[config.mk]
export PLATFORM = sky130hd
export DESIGN_NAME = rf_write_arbiter
export DESIGN_NICKNAME = d
export VERILOG_FILES = /design/src/rtl/rf_ctrl_pkg.sv /design/src/rtl/rr_arb2.sv /design/src/rtl/rf_write_arbiter.sv
export SDC_FILE = /design/constraint.sdc
export NUM_CORES = 1
export LEC_CHECK = 0
export CAP_MARGIN = 10
export CORE_MARGIN = 2
export CORE_UTILIZATION = 35
export CTS_CLUSTER_SIZE = 16
export DETAILED_ROUTE_END_ITERATION = 8
export GPL_TIMING_DRIVEN = 0
export PLACE_DENSITY = 0.68
export SYNTH_ARGS = -nofsm -noshare
export SYNTH_HDL_FRONTEND = slang
export SYNTH_SLANG_ARGS = --single-unit
[constraint.sdc]
create_clock -name CLK -period 3.1 [get_ports CLK]
set_clock_uncertainty 0.2 [all_clocks]
set_input_delay 0.93 -clock CLK [delete_from_list [all_inputs] [get_ports CLK]]
set_output_delay 0.93 -clock CLK [all_outputs]
set_load 0.03 [all_outputs]
[src/rtl/rf_ctrl_pkg.sv]
// Shared types for the register-file write-port controller.
package rf_ctrl_pkg;

  typedef enum logic {S_CLEAR = 1'b0, S_RUN = 1'b1} rf_state_t;
  typedef enum logic {REQ_ALU = 1'b0, REQ_MEM = 1'b1} rf_req_t;

  localparam int unsigned RF_W = 8;
  localparam int unsigned RF_D = 4;

endpackage

[src/rtl/rr_arb2.sv]
// Two-way round-robin arbiter; req/grant bit 0 is ALU, bit 1 is MEM.
module rr_arb2
  import rf_ctrl_pkg::*;
(
  input  logic [1:0] req,
  input  rf_req_t    last_grant,
  output logic [1:0] grant
);

  always_comb begin
    grant = 2'b00;
    case (req)
      2'b01:   grant = 2'b01;
      2'b10:   grant = 2'b10;
      // On a tie, the requester that did not win last time goes first
      2'b11:   grant = (last_grant == REQ_MEM) ? 2'b01 : 2'b10;
      default: grant = 2'b00;
    endcase
  end

endmodule

[src/rtl/rf_write_arbiter.sv]
// Owns the register-file write port: clears r1..r(2**D-1) after reset, then
// round-robins ALU and MEM writeback requests onto registered write pins.
module rf_write_arbiter
  import rf_ctrl_pkg::*;
#(
  parameter int unsigned W = RF_W,
  parameter int unsigned D = RF_D
) (
  input  logic         CLK,
  input  logic         Reset,
  input  logic         alu_valid,
  input  logic [D-1:0] alu_waddr,
  input  logic [W-1:0] alu_data,
  output logic         alu_ready,
  input  logic         mem_valid,
  input  logic [D-1:0] mem_waddr,
  input  logic [W-1:0] mem_data,
  output logic         mem_ready,
  output logic         rf_write_en,
  output logic [D-1:0] rf_waddr,
  output logic [W-1:0] rf_data_in,
  output logic         init_done,
  output logic         zero_drop
);

  localparam logic [D-1:0] PTR_LAST = '1;

  rf_state_t    state_q, state_d;
  rf_req_t      last_grant_q, last_grant_d;
  logic [D-1:0] ptr_q, ptr_d;
  logic         we_q, we_d;
  logic [D-1:0] waddr_q, waddr_d;
  logic [W-1:0] data_q, data_d;
  logic         init_done_q, init_done_d;
  logic         zero_drop_q, zero_drop_d;

  logic [1:0]   grant;
  logic         hs;
  logic [D-1:0] hs_addr;
  logic [W-1:0] hs_data;

  rr_arb2 u_arb (
    .req        ({mem_valid, alu_valid}),
    .last_grant (last_grant_q),
    .grant      (grant)
  );

  // Readies are combinational so the requester sees acceptance in the same cycle
  always_comb begin
    alu_ready = (state_q == S_RUN) & alu_valid & grant[0];
    mem_ready = (state_q == S_RUN) & mem_valid & grant[1];
  end

  always_comb begin
    state_d      = state_q;
    last_grant_d = last_grant_q;
    ptr_d        = ptr_q;
    we_d         = 1'b0;
    waddr_d      = waddr_q;
    data_d       = data_q;
    init_done_d  = init_done_q;
    zero_drop_d  = zero_drop_q;
    hs           = 1'b0;
    hs_addr      = '0;
    hs_data      = '0;

    case (state_q)
      S_CLEAR: begin
        we_d    = 1'b1;
        waddr_d = ptr_q;
        data_d  = '0;
        ptr_d   = ptr_q + D'(1);
        // End by compare, not wrap, so r0 is never swept
        if (ptr_q == PTR_LAST) begin
          state_d = S_RUN;
        end
      end
      S_RUN: begin
        init_done_d = 1'b1;
        if (alu_ready) begin
          hs           = 1'b1;
          hs_addr      = alu_waddr;
          hs_data      = alu_data;
          last_grant_d = REQ_ALU;
        end else if (mem_ready) begin
          hs           = 1'b1;
          hs_addr      = mem_waddr;
          hs_data      = mem_data;
          last_grant_d = REQ_MEM;
        end
        // r0 is hard-wired: accept and discard, but remember it happened
        if (hs) begin
          if (hs_addr == '0) begin
            zero_drop_d = 1'b1;
          end else begin
            we_d    = 1'b1;
            waddr_d = hs_addr;
            data_d  = hs_data;
          end
        end
      end
      default: state_d = S_CLEAR;
    endcase
  end

  always_ff @(posedge CLK or posedge Reset) begin
    if (Reset) begin
      state_q      <= S_CLEAR;
      last_grant_q <= REQ_MEM;
      ptr_q        <= D'(1);
      we_q         <= 1'b0;
      waddr_q      <= '0;
      data_q       <= '0;
      init_done_q  <= 1'b0;
      zero_drop_q  <= 1'b0;
    end else begin
      state_q      <= state_d;
      last_grant_q <= last_grant_d;
      ptr_q        <= ptr_d;
      we_q         <= we_d;
      waddr_q      <= waddr_d;
      data_q       <= data_d;
      init_done_q  <= init_done_d;
      zero_drop_q  <= zero_drop_d;
    end
  end

  assign rf_write_en = we_q;
  assign rf_waddr    = waddr_q;
  assign rf_data_in  = data_q;
  assign init_done   = init_done_q;
  assign zero_drop   = zero_drop_q;

endmodule

==> results of run 1 <==
==> how the worst min path moves through the flow <==
stage / cells after the start / slack [ns] / startpoint / end
3_5_place_dp: 1 / 0.25 / init_done / init_done
5_1_grt: 1 / 0.30 / init_done / init_done
2_1_floorplan: 1 / 0.27 / ptr_q[3] / ptr_q[3]
3_3_place_gp: 1 / 0.26 / init_done / init_done
6_report: 1 / 0.28 / init_done / init_done
4_1_cts: 1 / 0.28 / init_done / init_done
==> cells by family (layout without fill, tap and decap cells) <==
kind of cell	Yosys count	in the layout
fa+ha+maj	1	1
simple gates	23	23
compound gates	37	37
flops	21	21
buf+inv	14	61
mux	3	3
xor+xnor	3	3
==> timing repair <==
action / CTS / global route
setup buffers: 1 / 0
resized for setup: 17 / 3
pin swaps: 0 / 0
endpoints found under the setup margin: 2 / 1
==> per-layer routing <==
| metal | global-route usage [%] | routed length, um | share of wire, % | vias to the layer above |
|---|---|---|---|---|
| met3 | 1.08 | 95 | 3.4 | 5 |
| met2 | 25.5 | 1330 | 47 | 28 |
| li1 | - | - | - | 480 |
| met4 | 8.25 | 58 | 2.1 | 0 |
| met5 | 0 | 0 | 0 | - |
| met1 | 22.4 | 1320 | 47 | 488 |
==> registers in the layout, indices dropped and copies added, names as in the netlist <==
register	cells
last_grant_q	1
rf_write_en	1
rf_waddr	4
rf_data_in	8
ptr_q	4
zero_drop	1
init_done	1
state_q	1
==> cell type report <==
type / count / area (sq um)
buffer: 9 / 70.1
fill: 289 / 1390
multi-input combinational: 67 / 500
sequential: 21 / 528
inverter: 4 / 15.0
clock buffer: 4 / 26.3
timing repair buffer: 44 / 429
tap: 33 / 41.3
==> synth_stat cells, types with 2 or more instances <==
cell type and number:
sky130_fd_sc_hd__a21o_1 2, sky130_fd_sc_hd__a32o_1 2, sky130_fd_sc_hd__a32oi_1 10, sky130_fd_sc_hd__clkbuf_1 5, sky130_fd_sc_hd__dfrtp_1 19, sky130_fd_sc_hd__dfstp_2 2, sky130_fd_sc_hd__inv_1 4, sky130_fd_sc_hd__mux2i_1 2
sky130_fd_sc_hd__nand2_1 11, sky130_fd_sc_hd__nand2b_1 2, sky130_fd_sc_hd__nand3_1 2, sky130_fd_sc_hd__nor2_1 2, sky130_fd_sc_hd__o211a_1 8, sky130_fd_sc_hd__o211ai_1 2, sky130_fd_sc_hd__o21ai_0 5, sky130_fd_sc_hd__o31ai_1 2
sky130_fd_sc_hd__or4_1 2, sky130_fd_sc_hd__xnor2_1 3
==> stage by stage <==
step                      worst slack [ns]  instances  hold slack (ns)
after floorplan                     0.0912        102            0.267
after global placement               -1.02        178            0.257
after detailed placement             -1.06        178            0.252
after CTS                           0.0501        182            0.284
after global routing                0.0327        182            0.303
final                               0.0767        182            0.282
==> worst max-delay path, cell delays in order <==
cell and delay, ns:
sky130_fd_sc_hd__dlygate4sd2_1 0.27, sky130_fd_sc_hd__nand2b_1 0.08, sky130_fd_sc_hd__clkbuf_4 0.23, sky130_fd_sc_hd__and3_1 0.18
sky130_fd_sc_hd__buf_2 0.19
==> power groups by stage <==
stage / Combinational (mW) / Sequential, mW / Clock, mW
final: 0.277 / 0.325 / 0.136
after global routing: 0.295 / 0.330 / 0.151
after CTS: 0.278 / 0.325 / 0.142
after detailed placement: 0.273 / 0.330 / 0
after global placement: 0.271 / 0.328 / 0
after floorplan: 0.0927 / 0.389 / 0
==> run_summary.xml, run 1 <==
<?xml version="1.0" encoding="UTF-8"?>
<metrics>
  <group name="outcome">
    <metric name="result_of_the_run" unit="">complete, no violations</metric>
  </group>
  <group name="detailed_routing">
    <metric name="routed_wire_length_per_instance" unit="um">15.4</metric>
    <metric name="starting_drc_count_in_detailed_routing" unit="">29</metric>
    <metric name="routed_via_density" unit="">5.50</metric>
    <metric name="drtPass1Iterations" unit="">4</metric>
    <metric name="drt_drc_violations_left" unit="">0</metric>
    <metric name="postRouteAntennaNets" unit="">0</metric>
    <metric name="vias" unit="">1001</metric>
    <metric name="wire_length_after_detailed_routing" unit="um">2800</metric>
  </group>
  <group name="clock_network">
    <metric name="clkTransAtPathRegs" unit="ns">0.11</metric>
    <metric name="tritoncts" unit="">built</metric>
    <metric name="cts.root.buffer_cell" unit="">sky130_fd_sc_hd__clkbuf_4</metric>
    <metric name="ctsHtreeMaxLevel" unit="">1</metric>
    <metric name="numCtsBuffers" unit="">3</metric>
    <metric name="holdBufCountCts" unit="">0</metric>
    <metric name="clk_buf_depth" unit="">2</metric>
    <metric name="worst_skew_pair.late_latency" unit="ns">0.31</metric>
    <metric name="clock-sinks" unit="">21</metric>
  </group>
  <group name="place">
    <metric name="place.gp.congestion" unit="">0.773</metric>
    <metric name="dpl-instance-area" unit="sq um">1570</metric>
    <metric name="io_buffers" unit="">43</metric>
    <metric name="dp_hpwl" unit="um">2020</metric>
  </group>
  <group name="setup_path">
    <metric name="rr_worst_depth" unit="">6</metric>
    <metric name="crit_path_start" unit="">mem_valid</metric>
    <metric name="r2r-end" unit="">rf_data_in[1]</metric>
    <metric name="critPathCaptureType" unit="">output port</metric>
    <metric name="critical_path_class" unit="">input port to output port</metric>
    <metric name="critical_path_required" unit="ns">1.97</metric>
    <metric name="endpoint" unit="">alu_ready</metric>
    <metric name="crit_path_start_kind" unit="">input port</metric>
    <metric name="path_max_fanout" unit="">16</metric>
    <metric name="critical_path.reg2reg.startpoint" unit="">last_grant_q</metric>
    <metric name="cp.arrival" unit="ns">1.89</metric>
    <metric name="setup.reg_to_reg.worst_slack" unit="ns">1.27</metric>
  </group>
  <group name="logic_synthesis">
    <metric name="synth_fa_ha_area_share" unit="%">1.15</metric>
    <metric name="synth-seq-cells" unit="">21</metric>
    <metric name="synth_compound_area_share" unit="%">27.9</metric>
    <metric name="synthesis.nets" unit="">131</metric>
    <metric name="netlist.area_leader.share" unit="%">43.6</metric>
    <metric name="synth_ff_type" unit="">sky130_fd_sc_hd__dfrtp_1</metric>
    <metric name="synthSimpleGateAreaFrac" unit="%">10.4</metric>
    <metric name="synth.lib_cells_used.distinct" unit="">35</metric>
    <metric name="yosys-mux-area-fraction" unit="%">2.87</metric>
    <metric name="netlist_instances" unit="">102</metric>
    <metric name="asyncSetResetFlopFracSynth" unit="%">100</metric>
    <metric name="ys.warnings.count" unit="">0</metric>
    <metric name="synthDominantAreaCellType" unit="">sky130_fd_sc_hd__dfrtp_1</metric>
    <metric name="synth_top_family_by_area" unit="">compound AO/OA/AOI/OAI gates</metric>
    <metric name="netlist_area_before_placement" unit="sq um">1090</metric>
    <metric name="yosysSeqAreaShare" unit="%">48.5</metric>
    <metric name="synth_area_per_cell" unit="sq um">10.7</metric>
    <metric name="synth.top_cells.by_area" unit="">sky130_fd_sc_hd__dfrtp_1 (44%), sky130_fd_sc_hd__a32oi_1 (8.0%), sky130_fd_sc_hd__o211a_1 (7.3%), sky130_fd_sc_hd__dfstp_2 (4.8%), sky130_fd_sc_hd__nand2_1 (3.8%)</metric>
    <metric name="synth-xor-area-share" unit="%">2.41</metric>
    <metric name="synth-edff-count" unit="">0</metric>
  </group>
  <group name="pwr">
    <metric name="p_sw" unit="mW">0.247</metric>
    <metric name="power.switching_fraction" unit="%">33.5</metric>
    <metric name="power.leakage" unit="nW">0.724</metric>
    <metric name="clock_power_share" unit="%">18.5</metric>
    <metric name="combinationalPowerShare" unit="%">37.5</metric>
    <metric name="cell_internal_power" unit="mW">0.491</metric>
    <metric name="seqPwrFrac" unit="%">44.0</metric>
    <metric name="areal_power_density_over_the_cells" unit="nW/um^2">458</metric>
    <metric name="p_total" unit="mW">0.738</metric>
    <metric name="vdd_ir_drop_max" unit="mV">0.209</metric>
  </group>
  <group name="floorplanning">
    <metric name="io-pin-count" unit="">45</metric>
    <metric name="initial_core_util" unit="%">36.3</metric>
    <metric name="dieWidth" unit="um">59.8</metric>
    <metric name="total_core_area" unit="sq um">3000</metric>
    <metric name="placement_rows" unit="">20</metric>
    <metric name="dieHeight" unit="um">59.8</metric>
    <metric name="die_outline_area" unit="sq um">3580</metric>
  </group>
  <group name="global_routing">
    <metric name="gr_usage_total" unit="%">16.2</metric>
    <metric name="first_global_vias" unit="">991</metric>
    <metric name="grt_overflow_total" unit="">0</metric>
    <metric name="antenna_violations_before_repair" unit="">0</metric>
    <metric name="grt_pass1_wl" unit="um">4440</metric>
    <metric name="largest_net_degree_at_the_start_of_global_routing" unit="">22</metric>
  </group>
  <group name="hold_path">
    <metric name="hp-class" unit="">flip-flop to flip-flop</metric>
  </group>
  <group name="run">
    <metric name="drv.max_cap_violation_count" unit="">0</metric>
  </group>
  <group name="timing">
    <metric name="final.setup.tns" unit="ns">0</metric>
    <metric name="worst-slew-pin-transition" unit="ns">0.806</metric>
    <metric name="fmax" unit="MHz">331</metric>
    <metric name="grt_setup_unrepaired" unit="">no</metric>
    <metric name="timing.final.hold_violations" unit="">0</metric>
    <metric name="maxSlewHeadroom" unit="%">46.2</metric>
    <metric name="final-setup-viol-count" unit="">0</metric>
    <metric name="slew_viol_final" unit="">0</metric>
    <metric name="final_min_period_over_clock_period" unit="%">97.5</metric>
    <metric name="final.min_clock_period" unit="ns">3.02</metric>
  </group>
  <group name="layout">
    <metric name="postLayoutCellArea" unit="sq um">1610</metric>
    <metric name="nets" unit="">179</metric>
    <metric name="final_common_cell" unit="">sky130_fd_sc_hd__clkdlybuf4s50_1</metric>
    <metric name="utilization" unit="%">53.6</metric>
    <metric name="layout_common_cells" unit="">sky130_fd_sc_hd__clkdlybuf4s50_1 (40), sky130_fd_sc_hd__dfrtp_1 (19), sky130_fd_sc_hd__nand2_1 (11)</metric>
    <metric name="drive_gt1_share" unit="%">14.1</metric>
    <metric name="synthToLayoutAreaGrowth" unit="%">47.8</metric>
    <metric name="antenna_cells_inserted" unit="">0</metric>
  </group>
</metrics>
No activity file was read; power rests on OpenSTA's default activity.
==> run 2, diff against run 1 <==
- CORE_ASPECT_RATIO: default -> 0.75
==> run 2 against run 1 <==
Maximum frequency is 1.1% lower; cell count is 2.7% higher; combinational power hardly changed; worst setup slack worse by 0.032 ns; total power is 6.6% higher; largest power group unchanged; count of clock-buffer cells in the layout is 1 lower; worst hold slack better by 0.00051 ns; highest routed layer unchanged; cell area is 1.7% higher.
==> run_summary.xml, run 2 (same netlist as run 1, synthesis figures left out) <==
<?xml version="1.0" encoding="UTF-8"?>
<metrics>
  <group name="detailed_routing">
    <metric name="vias" unit="">997</metric>
    <metric name="routed_wire_length_per_instance" unit="um">15.6</metric>
    <metric name="starting_drc_count_in_detailed_routing" unit="">78</metric>
    <metric name="drt_drc_violations_left" unit="">0</metric>
    <metric name="drtPass1Iterations" unit="">4</metric>
    <metric name="postRouteAntennaNets" unit="">0</metric>
    <metric name="wire_length_after_detailed_routing" unit="um">2920</metric>
    <metric name="routed_via_density" unit="">5.33</metric>
  </group>
  <group name="timing">
    <metric name="grt_setup_unrepaired" unit="">no</metric>
    <metric name="finalWorstSetupSlack" unit="ns">0.0444</metric>
    <metric name="maxSlewHeadroom" unit="%">48.1</metric>
    <metric name="fmax" unit="MHz">327</metric>
    <metric name="slew_viol_final" unit="">0</metric>
    <metric name="timing.final.hold_violations" unit="">0</metric>
    <metric name="worst-slew-pin-transition" unit="ns">0.777</metric>
    <metric name="final-setup-viol-count" unit="">0</metric>
    <metric name="final_min_period_over_clock_period" unit="%">98.6</metric>
    <metric name="final.min_clock_period" unit="ns">3.06</metric>
    <metric name="final.setup.tns" unit="ns">0</metric>
  </group>
  <group name="clock_network">
    <metric name="worst_skew_pair.late_latency" unit="ns">0.26</metric>
    <metric name="clkTransAtPathRegs" unit="ns">0.08</metric>
    <metric name="tritoncts" unit="">built</metric>
    <metric name="clock-sinks" unit="">21</metric>
    <metric name="numCtsBuffers" unit="">3</metric>
    <metric name="clk_buf_depth" unit="">2</metric>
    <metric name="cts.root.buffer_cell" unit="">sky130_fd_sc_hd__clkbuf_8</metric>
    <metric name="ctsHtreeMaxLevel" unit="">1</metric>
  </group>
  <group name="pwr">
    <metric name="areal_power_density_over_the_cells" unit="nW/um^2">480</metric>
    <metric name="vdd_ir_drop_max" unit="mV">0.279</metric>
    <metric name="power.leakage" unit="nW">0.728</metric>
  </group>
  <group name="setup_path">
    <metric name="cp.arrival" unit="ns">1.93</metric>
    <metric name="crit_path_start_kind" unit="">input port</metric>
    <metric name="critical_path_class" unit="">input port to output port</metric>
    <metric name="path_max_fanout" unit="">10</metric>
    <metric name="critical_path_required" unit="ns">1.97</metric>
    <metric name="rr_worst_depth" unit="">6</metric>
    <metric name="critPathCaptureType" unit="">output port</metric>
  </group>
  <group name="place">
    <metric name="pre_cts_slack" unit="ns">-1.06</metric>
    <metric name="dp_hpwl" unit="um">2260</metric>
    <metric name="io_buffers" unit="">43</metric>
    <metric name="place.gp.congestion" unit="">0.756</metric>
  </group>
  <group name="hold_path">
    <metric name="hp-class" unit="">flip-flop to flip-flop</metric>
    <metric name="hold_depth" unit="">1</metric>
  </group>
  <group name="floorplanning">
    <metric name="die_outline_area" unit="sq um">3580</metric>
    <metric name="placement_rows" unit="">17</metric>
    <metric name="dieHeight" unit="um">52.3</metric>
    <metric name="initial_core_util" unit="%">36.9</metric>
    <metric name="dieWidth" unit="um">68.4</metric>
    <metric name="total_core_area" unit="sq um">2960</metric>
    <metric name="io-pin-count" unit="">45</metric>
  </group>
  <group name="global_routing">
    <metric name="grt_pass1_wl" unit="um">4870</metric>
    <metric name="antenna_violations_before_repair" unit="">0</metric>
    <metric name="largest_net_degree_at_the_start_of_global_routing" unit="">22</metric>
    <metric name="gr_usage_total" unit="%">18.2</metric>
    <metric name="grt_overflow_total" unit="">0</metric>
    <metric name="first_global_vias" unit="">1059</metric>
  </group>
  <group name="layout">
    <metric name="layout_common_cells" unit="">sky130_fd_sc_hd__clkdlybuf4s50_1 (40), sky130_fd_sc_hd__dfrtp_1 (19), sky130_fd_sc_hd__nand2_1 (11)</metric>
    <metric name="drive_gt1_share" unit="%">14.1</metric>
    <metric name="final_common_cell" unit="">sky130_fd_sc_hd__clkdlybuf4s50_1</metric>
    <metric name="nets" unit="">179</metric>
    <metric name="antenna_cells_inserted" unit="">0</metric>
    <metric name="synthToLayoutAreaGrowth" unit="%">50.3</metric>
    <metric name="largest_register_ffs" unit="">8</metric>
  </group>
  <group name="run">
    <metric name="drv.max_cap_violation_count" unit="">0</metric>
  </group>
  <group name="outcome">
    <metric name="result_of_the_run" unit="">complete, no violations</metric>
  </group>
</metrics>
[run 2: metrics by stage]
step           util, %  hold slack [ns]  area (sq um)  instances  power (mW)
6_report          55.4            0.283          1640        187       0.787
5_1_grt           55.4            0.315          1640        187       0.831
4_1_cts           55.4            0.292          1640        187       0.797
3_5_place_dp      53.2            0.259          1570        183       0.606
3_3_place_gp      53.2            0.250          1570        183       0.603
2_1_floorplan        -            0.267          1090        102       0.481
[run 2: critical path, stage by stage]
cell                            delay (ns)
sky130_fd_sc_hd__dlygate4sd2_1        0.29
sky130_fd_sc_hd__a21boi_4             0.23
sky130_fd_sc_hd__clkbuf_8             0.18
sky130_fd_sc_hd__and2_2               0.14
sky130_fd_sc_hd__buf_4                0.15
[run 2: per-layer routing]
layer | track usage [%] | routed length, um | vias to the layer above | part of all wire (%)
li1 | - | - | 486 | -
met1 | 24.4 | 1370 | 491 | 47
met2 | 30.8 | 1480 | 15 | 51
met3 | 2.80 | 59 | 5 | 2.0
met4 | 4.00 | 19 | 0 | 0.65
met5 | 0 | 0 | - | 0
[run 2: timing repair]
action / CTS / global route
hold buffers: 0 / 0
resized for setup: 17 / 2
endpoints found under the setup margin: 2 / 1
setup buffers: 1 / 0
[run 2: where the power goes]
part           internal (mW)  total, mW  switching [mW]
combinational          0.134      0.279           0.145
sequential             0.307      0.325          0.0183
clock                 0.0907      0.182          0.0916
total                  0.531      0.787           0.255
[run 2: worst paths after layout]
path,slack (ns),start,end
min in group asynchronous,0.90,Reset,init_done
hold / removal,0.28,init_done,init_done
max in group asynchronous,1.31,Reset,rf_data_in[3]
setup reg to reg,1.27,last_grant_q,rf_data_in[1]
setup / recovery,0.04,mem_valid,mem_ready
hold reg to reg,0.28,init_done,init_done
[run 2: final cells by class]
cell class	count	area [sq um]
buffer	9	68.8
clock buffer	3	41.3
clock inverter	1	7.51
fill	262	1320
inverter	4	15.0
multi-input combinational	67	500
sequential	21	528
tap	38	47.5
timing repair buffer	44	429
